`src/rtl/mem_2ps_be.sv`:
```
// ---------------------------------------------------------------------------
// mem_2ps_be
//   Simple dual-port RAM: one write port with per-byte enables, one gated read
//   port with a valid strobe, selectable read latency (1 or 2 cycles),
//   selectable read-during-write behaviour and an optional zero-fill sequence
//   that runs after reset so buffers start from known-zero contents.
//
// Parameters
//   ADDR_WIDTH     address bits, MEM_DEPTH = 2**ADDR_WIDTH
//   DATA_WIDTH     word width, multiple of 8 (NB = DATA_WIDTH/8 byte lanes)
//   OUT_REG        0: read latency 1, 1: extra output register, latency 2
//   RDW_MODE       same-address read+write: 0 old word, 1 merged new word
//   CLEAR_ON_RESET 1: zero every word after reset, 0: no clear sequence
//
// Ports
//   clk           single clock, rising edge
//   rst           synchronous active-high reset
//   init_busy_o   high while the clear sequence runs (ports ignored)
//   write_en_i    write request
//   addr_write_i  write address
//   data_write_i  write data
//   byte_en_i     lane k enables bits [8k+7:8k]
//   read_en_i     read request
//   addr_read_i   read address
//   data_read_o   read data, holds between reads
//   data_valid_o  one-cycle strobe per accepted read, aligned with data
// ---------------------------------------------------------------------------
module mem_2ps_be #(
  parameter int ADDR_WIDTH     = 4,
  parameter int DATA_WIDTH     = 8,
  parameter int OUT_REG        = 0,
  parameter int RDW_MODE       = 0,
  parameter int CLEAR_ON_RESET = 1
) (
  input  logic                    clk,
  input  logic                    rst,
  output logic                    init_busy_o,
  input  logic                    write_en_i,
  input  logic [ADDR_WIDTH-1:0]   addr_write_i,
  input  logic [DATA_WIDTH-1:0]   data_write_i,
  input  logic [DATA_WIDTH/8-1:0] byte_en_i,
  input  logic                    read_en_i,
  input  logic [ADDR_WIDTH-1:0]   addr_read_i,
  output logic [DATA_WIDTH-1:0]   data_read_o,
  output logic                    data_valid_o
);

  localparam int MEM_DEPTH = 2 ** ADDR_WIDTH;
  localparam int NB        = DATA_WIDTH / 8;

  // Replace the enabled lanes of old_w with the matching lanes of new_w.
  function automatic logic [DATA_WIDTH-1:0] f_merge_lanes(
    input logic [DATA_WIDTH-1:0] old_w,
    input logic [DATA_WIDTH-1:0] new_w,
    input logic [NB-1:0]         be
  );
    logic [DATA_WIDTH-1:0] res;
    res = old_w;
    for (int k = 0; k < NB; k++) begin
      if (be[k]) res[8*k +: 8] = new_w[8*k +: 8];
    end
    return res;
  endfunction

  logic [DATA_WIDTH-1:0] r_mem [MEM_DEPTH];

  logic                  w_busy;
  logic [ADDR_WIDTH-1:0] w_clr_cnt;
  logic                  w_clr_we;
  logic                  w_wr_acc;
  logic                  w_rd_acc;
  logic                  w_rdw_hit;
  logic [DATA_WIDTH-1:0] w_mem_rd;
  logic [DATA_WIDTH-1:0] w_rd_word;

  // Clear sequencer: CLEAR walks every address once, then READY.
  generate
    if (CLEAR_ON_RESET != 0) begin : g_clear
      localparam logic ST_CLEAR = 1'b0;
      localparam logic ST_READY = 1'b1;
      localparam logic [ADDR_WIDTH-1:0] LAST_ADDR = {ADDR_WIDTH{1'b1}};

      logic                  r_state;
      logic [ADDR_WIDTH-1:0] r_clr_cnt;

      always_ff @(posedge clk) begin
        if (rst) begin
          r_state   <= ST_CLEAR;
          r_clr_cnt <= '0;
        end else if (r_state == ST_CLEAR) begin
          r_clr_cnt <= r_clr_cnt + 1'b1;
          if (r_clr_cnt == LAST_ADDR) r_state <= ST_READY;
        end
      end

      assign w_busy    = (r_state == ST_CLEAR);
      assign w_clr_cnt = r_clr_cnt;
    end else begin : g_no_clear
      assign w_busy    = 1'b0;
      assign w_clr_cnt = '0;
    end
  endgenerate

  assign init_busy_o = w_busy;

  // User ports are honoured only when ready and out of reset.
  assign w_clr_we = w_busy & ~rst;
  assign w_wr_acc = write_en_i & ~w_busy & ~rst;
  assign w_rd_acc = read_en_i  & ~w_busy & ~rst;

  // Memory write: the clear sequence owns the port while it runs.
  always_ff @(posedge clk) begin
    if (w_clr_we) begin
      r_mem[w_clr_cnt] <= '0;
    end else if (w_wr_acc) begin
      for (int k = 0; k < NB; k++) begin
        if (byte_en_i[k]) r_mem[addr_write_i][8*k +: 8] <= data_write_i[8*k +: 8];
      end
    end
  end

  // The array read sees the pre-write word; the merged word is forwarded
  // only when write-first behaviour is selected.
  assign w_mem_rd  = r_mem[addr_read_i];
  assign w_rdw_hit = w_wr_acc & (addr_write_i == addr_read_i) & (|byte_en_i);
  assign w_rd_word = ((RDW_MODE != 0) && w_rdw_hit)
                   ? f_merge_lanes(w_mem_rd, data_write_i, byte_en_i)
                   : w_mem_rd;

  // ---- stage p0: read capture ----
  logic [DATA_WIDTH-1:0] r_rd_data_p0;
  logic                  r_rd_vld_p0;

  always_ff @(posedge clk) begin
    if (rst) begin
      r_rd_vld_p0  <= 1'b0;
      r_rd_data_p0 <= '0;
    end else begin
      r_rd_vld_p0 <= w_rd_acc;
      if (w_rd_acc) r_rd_data_p0 <= w_rd_word;
    end
  end

  // ---- stage p1: optional output register ----
  generate
    if (OUT_REG != 0) begin : g_out_reg
      logic [DATA_WIDTH-1:0] r_rd_data_p1;
      logic                  r_rd_vld_p1;

      always_ff @(posedge clk) begin
        if (rst) begin
          r_rd_vld_p1  <= 1'b0;
          r_rd_data_p1 <= '0;
        end else begin
          r_rd_vld_p1 <= r_rd_vld_p0;
          if (r_rd_vld_p0) r_rd_data_p1 <= r_rd_data_p0;
        end
      end

      assign data_read_o  = r_rd_data_p1;
      assign data_valid_o = r_rd_vld_p1;
    end else begin : g_no_out_reg
      assign data_read_o  = r_rd_data_p0;
      assign data_valid_o = r_rd_vld_p0;
    end
  endgenerate

endmodule

```
`config.mk`:
```
export PLATFORM = sky130hd
export DESIGN_NAME = mem_2ps_be
export DESIGN_NICKNAME = d
export VERILOG_FILES = /design/src/rtl/mem_2ps_be.sv
export SDC_FILE = /design/constraint.sdc
export NUM_CORES = 1
export LEC_CHECK = 0
export CAP_MARGIN = 5
export CELL_PAD_IN_SITES_DETAIL_PLACEMENT = 1
export CELL_PAD_IN_SITES_GLOBAL_PLACEMENT = 1
export CORE_MARGIN = 2
export CORE_UTILIZATION = 39
export CTS_CLUSTER_SIZE = 24
export DETAILED_ROUTE_END_ITERATION = 7
export MAX_ROUTING_LAYER = met4
export PLACE_DENSITY_LB_ADDON = 0.1
export SLEW_MARGIN = 20
export SYNTH_ARGS = -nofsm -noshare
export SYNTH_HDL_FRONTEND = slang
export SYNTH_SLANG_ARGS = --single-unit
```
`constraint.sdc`:
```
create_clock -name clk -period 6 [get_ports clk]
set_input_delay 1.8 -clock clk [delete_from_list [all_inputs] [get_ports clk]]
set_output_delay 1.8 -clock clk [all_outputs]
set_load 0.02 [all_outputs]
```
==> run_results.csv, run 1 <==
group,metric,value,unit
status,status,"complete, no violations",
sta,worst_pin_slew,0.9681,ns
grt,gr-total-overflow,0,
place,io_buffer_count,30,
cts,clock_latency,0.42,ns
grt,antenna_found_initial,0,
cts,cts_tree,"yes",
worst_hold_path,hold_depth,2,
detailed_routing,drt_iter0_drc,214,
cts,clkSlewWorstSetupHoldPaths,0.05,ns
critical_path,crit_slowest_cell,"and4b_1",
die,start_util,39.50,%
cells_and_area,final_common_cell,"edfxtp_1",
grt,gr-usage-met1,25.14,%
die,pin_count,31,
critical_path,r2r_cells,4,
critical_path,start_kind,"primary input",
grt,use_met3,5.198,%
synth,synth_xor_area_share,0.4630,%
sta,skew,0.007723,ns
die,dieArea,15530,um^2
detailed_routing,drtAntennaViolNets,0,
detailed_routing,via_per_inst,5.379,
synth,synthCells,285,
synth,synth-simple-area-share,4.277,%
synth,synth.distinct_cells,36,
critical_path,path_delay_family,"simple AND/OR/NAND/NOR gates",
synth,synthesis.nets,307,
critical_path,crit_type,"primary input to register",
synth,synth_edf_count,128,
grt,grt_pass1_wl,19420,um
power,vdd_drop_max,0.1837,mV
sta,relSlewSlack,35.46,%
place,gp_congestion,0.7275,
synth,async_reset_ff_share,0,%
die,rows,44,
critical_path,crit_fanout,18,
grt,grt_max_degree,30,
cts,cts_hold_buf,0,
die,die_x,124.6,um
worst_hold_path,hold_path_class,"register to register",
critical_path,max_stage_delay,0.79,ns
synth,synth_compound_area_share,2.557,%
cts,cts_sinks,142,
cells_and_area,nets,345,
critical_path,path_cells,"clkdlybuf4s50_1 -> and4b_1 -> mux2i_1 -> nand2_1 -> nor2_1",
sta,rsz0062_at_grt,"no",
synth,syn_avg_cell_area,19.91,um^2
cells_and_area,syn2layout_area_growth,16.91,%
cts,cts_inserted_buffers,17,
synth,synth_seq_area_share,72.66,%
cts,cts_buffer_depth,2,
grt,grt.met2_usage,26.26,%
synth,synth_top_family_by_area,"multiplexers",
critical_path,critPathCaptureType,"register",
cts,cts_resized,0,
critical_path,cp.depth,5,
cells_and_area,drive_gt1_share,15.48,%
cts,postCtsSetupBuffers,0,
power,p_leak,2.008,nW
cells_and_area,final_area,6635,um^2
synth,ys.flop_type,"edfxtp_1",
critical_path,required,6.04,ns
sta,tns,0,ns
grt,busiest_layer,"met2",
power,power,2.118,mW
synth,synth-seq-cells,142,
place,dp_hpwl,8662,um
detailed_routing,dr.pass1.iters,4,
critical_path,path_buf_inv,1,
place,dpl-instance-area,6100,um^2
sta,setup_violations,0,
die,die_h,124.6,um
critical_path,cp_data_arrival_time,4.33,ns
power,cellPowerDensity,319.2,nW/um^2
synth,synth_mux_area_share,17.57,%
grt,grt_pass1_vias,2978,
die,core,14370,um^2
cells_and_area,layout_common_cells,"edfxtp_1 (128), clkdlybuf4s50_1 (29), nor2_1 (21)",
detailed_routing,wl_per_cell,24.92,um
detailed_routing,wl,12960,um
detailed_routing,num_vias,2797,
sta,period_minus_slack,4.291,ns
run,cap_violations,0,
cts,htree_levels,4,
grt,grtUsageTotal,18.27,%
synth,ys.warnings.count,0,
synth,synthAdderAreaFrac,0.2205,%
synth,synth_area,5675,um^2
cts,cts_root_buf,"clkbuf_16",
cells_and_area,antenna_cells,0,
sta,hold_viol_final,0,
sta,drv_slew,0,
detailed_routing,drc_errors,0,
sta,fmax,233.0,MHz
sta,finalCritPeriodShare,71.52,%
## worst register-to-register path, stage by stage, from the launching register on
cell and delay, ns:
dfxtp_1 0.55, and4b_1 0.72, mux2i_1 0.32, nand2_1 0.16, nor2_1 0.69
## registers in the layout (all words and copies together), names as in the netlist
name and flops:
r_mem 128, g_clear.r_state 1, g_clear.r_clr_cnt 4, data_valid_o 1, data_read_o 8
## power breakdown
part           internal [mW]  leakage, nW  switching, mW  total, mW
registers               1.08         1.15        0.00619       1.09
logic                 0.0425        0.597         0.0432     0.0857
clock network          0.569        0.264          0.377      0.947
## per-stage QoR
stage	instances	util, %	hold WS (ns)	setup slack [ns]
final	520	46.18	0.5006	1.709
after global routing	520	46.18	0.5572	1.529
after CTS	520	46.18	0.5090	1.694
after detailed placement	488	42.45	0.4961	1.237
after global placement	488	42.45	0.4829	1.359
after floorplan	285	-	0.4794	2.504
## Yosys cell counts, types with 3 or more instances
| master | count | share of area (%) |
|---|---|---|
| edfxtp_1 | 128 | 68 |
| dfxtp_1 | 14 | 4.9 |
| mux4_1 | 20 | 9.3 |
| nand2_1 | 6 | 0.40 |
| buf_6 | 3 | 0.60 |
| mux4_2 | 12 | 4.8 |
| o21ai_1 | 8 | 0.71 |
| a21oi_1 | 4 | 0.35 |
| nor2_1 | 21 | 1.4 |
| a22oi_1 | 8 | 1.1 |
| buf_4 | 3 | 0.40 |
| and2_1 | 8 | 0.88 |
| a31oi_1 | 4 | 0.44 |
| mux2_2 | 9 | 1.8 |
| mux2i_1 | 10 | 1.8 |
## layer usage
layer / vias up / share of wire [%]
met5: - / 0
met2: 81 / 46
met1: 1459 / 47
met4: 0 / 1.3
li1: 1245 / -
met3: 12 / 5.7
## path summary, 6_finish.rpt
| kind | startpoint | endpoint | slack [ns] |
|---|---|---|---|
| worst min-delay path | data_read_o[7] | data_read_o[7] | 0.50 |
| worst max-delay path | rst | r_mem[9][3] | 1.71 |
| worst max register to register | g_clear.r_state | r_mem[9][3] | 3.18 |
| worst min register to register | data_read_o[7] | data_read_o[7] | 0.50 |
## cell type report
type,instances,area [um^2]
Tap cell,184,230.2
Clock inverter,6,36.28
Sequential cell,142,4124
Fill cell,1340,7734
Inverter,3,11.26
Timing Repair Buffer,32,310.3
Clock buffer,26,499.2
Multi-Input combinational cell,127,1424
## logic make-up (layout without fill, tap and decap cells)
logic type / Yosys count / in the layout
muxes: 51 / 51
adders and majority gates: 1 / 1
AOI/OAI and AO/OA: 24 / 24
and+or+nand+nor: 48 / 48
xor gates and xnor gates: 3 / 3
buffers and inverters: 16 / 67
DFF: 142 / 142
Power figures use the tool's default switching activity.
==> run 2, diff against run 1 <==
- clock period: 6 -> 4.12 ns (I/O delays scaled with it)
==> run 2 against run 1 <==
  * Critical path type unchanged
  * Critical endpoint is now r_mem[1][0]
  * Non-clock buffer count rose by 3
  * Sequential cell count is the same
  * Combinational power is 46% higher
  * Sequential share of layout area fell by 0.75 points
  * Largest power group unchanged
==> run_results.csv, run 2 (same netlist as run 1, synthesis figures left out) <==
group,metric,value,unit
sta,fin_hold_ws,0.4997,ns
cts,cts_root_buf,"clkbuf_16",
critical_path,start_kind,"primary input",
worst_hold_path,hold_path_class,"register to register",
place,dp_hpwl,7879,um
cts,cts_resized,0,
die,core,14370,um^2
grt,antenna_found_initial,0,
cells_and_area,antenna_cells,0,
critical_path,rr_startpoint,"g_clear.r_state",
detailed_routing,drtAntennaViolNets,0,
cts,cts_sinks,142,
die,rows,44,
grt,grtUsageTotal,17.19,%
cells_and_area,nets,348,
sta,tns,0,ns
cts,clock_latency,0.42,ns
critical_path,rr_endpoint,"r_mem[1][0]",
cells_and_area,syn2layout_area_growth,18.34,%
sta,period_minus_slack,3.232,ns
die,die_x,124.6,um
critical_path,reg2reg_setup_slack,1.64,ns
power,vdd_drop_max,0.2716,mV
detailed_routing,via_per_inst,5.229,
place,io_buffer_count,30,
place,gp_congestion,0.7318,
detailed_routing,wl,12030,um
cells_and_area,layout_common_cells,"edfxtp_1 (128), clkdlybuf4s50_1 (29), nor2_1 (20), mux4_1 (20), clkbuf_16 (17)",
cts,cts_buffer_depth,2,
cts,htree_levels,4,
cells_and_area,largest_register_ffs,128,
cts,postCtsSetupBuffers,0,
worst_hold_path,min_delay_worst_endpoint,"data_read_o[0]",
cells_and_area,final_common_cell,"edfxtp_1",
die,dieArea,15530,um^2
die,pin_count,31,
cts,clkSlewWorstSetupHoldPaths,0.06,ns
critical_path,required,4.15,ns
cts,cts_tree,"yes",
worst_hold_path,min_from,"data_read_o[0]",
detailed_routing,drt_iter0_drc,176,
grt,grt_pass1_vias,2944,
detailed_routing,wl_per_cell,23.00,um
detailed_routing,drc_errors,0,
power,cellPowerDensity,475.6,nW/um^2
critical_path,r2r_cells,4,
power,power,3.194,mW
cts,cts_inserted_buffers,17,
grt,grt_pass1_wl,18500,um
power,p_leak,2.045,nW
cells_and_area,largest-register,"r_mem",
sta,drv_slew,0,
grt,grt_max_degree,33,
sta,fmax,309.4,MHz
critical_path,crit_type,"primary input to register",
die,start_util,39.50,%
critical_path,cp_data_arrival_time,3.26,ns
sta,setup_violations,0,
detailed_routing,num_vias,2735,
sta,hold_viol_final,0,
sta,relSlewSlack,32.15,%
sta,worst_pin_slew,1.014,ns
status,status,"complete, no violations",
detailed_routing,dr.pass1.iters,6,
critical_path,crit_fanout,16,
run,cap_violations,0,
worst_hold_path,hold_depth,2,
die,die_h,124.6,um
cts,cts_hold_buf,0,
cells_and_area,drive_gt1_share,16.81,%
grt,gr-total-overflow,0,
sta,skew,0.009729,ns
sta,finalCritPeriodShare,78.45,%
critical_path,critPathCaptureType,"register",
sta,rsz0062_at_grt,"no",
==> run 2: cell count changes in the layout (fill, tap and decap cells not counted), sizes merged <==
| cell | delta |
|---|---|
| buf | +3 |
| clkinvlp | +1 |
| clkbuf | -8 |
| bufinv | +3 |
| clkinv | +4 |
==> run 2: worst max-delay path, cell delays in order <==
cell and delay [ns]:
clkdlybuf4s50_1 0.47, and4b_1 0.24, buf_4 0.20, nor3b_1 0.19
a31oi_1 0.11, nor2_1 0.81
==> run 2: final cells by class <==
class	instances	area, um^2
Tap cell	184	230.2
Clock buffer	18	429.2
Timing Repair Buffer	35	345.3
Fill cell	1320	7652
Clock inverter	14	150.1
Inverter	3	11.26
Sequential cell	142	4124
Multi-Input combinational cell	127	1426
==> run 2: metrics by stage <==
step	utilization, %	cells	setup slack, ns	instance area [um^2]
after floorplan	-	285	1.188	5675
after global placement	42.69	491	0.4231	6135
after detailed placement	42.69	491	0.3646	6135
after CTS	46.73	523	0.8081	6714
after global routing	46.74	523	0.6959	6716
final	46.74	523	0.8880	6716
==> run 2: worst max-delay path by stage <==
stage	start	cells past startpoint	endpoint	slack (ns)
after floorplan	rst	6	r_mem[1][0]	1.19
final	rst	6	r_mem[1][0]	0.89
after detailed placement	byte_en_i	5	r_mem[8][6]	0.36
after global routing	rst	6	r_mem[14][0]	0.70
after CTS	byte_en_i	5	r_mem[8][0]	0.81
after global placement	byte_en_i	5	r_mem[8][3]	0.42
==> run 2: power by group <==
group | switching, mW | internal (mW)
Sequential | 0.00929 | 1.57
Combinational | 0.0614 | 0.0641
Clock | 0.550 | 0.938
==> run 2: metal layers <==
| layer | vias to the layer above | global-route usage (%) | wire [um] |
|---|---|---|---|
| met3 | 17 | 4.811 | 448 |
| met5 | - | - | 0 |
| li1 | 1254 | - | - |
| met4 | 0 | 7.403 | 274 |
| met1 | 1408 | 21.43 | 5438 |
| met2 | 56 | 26.55 | 5866 |
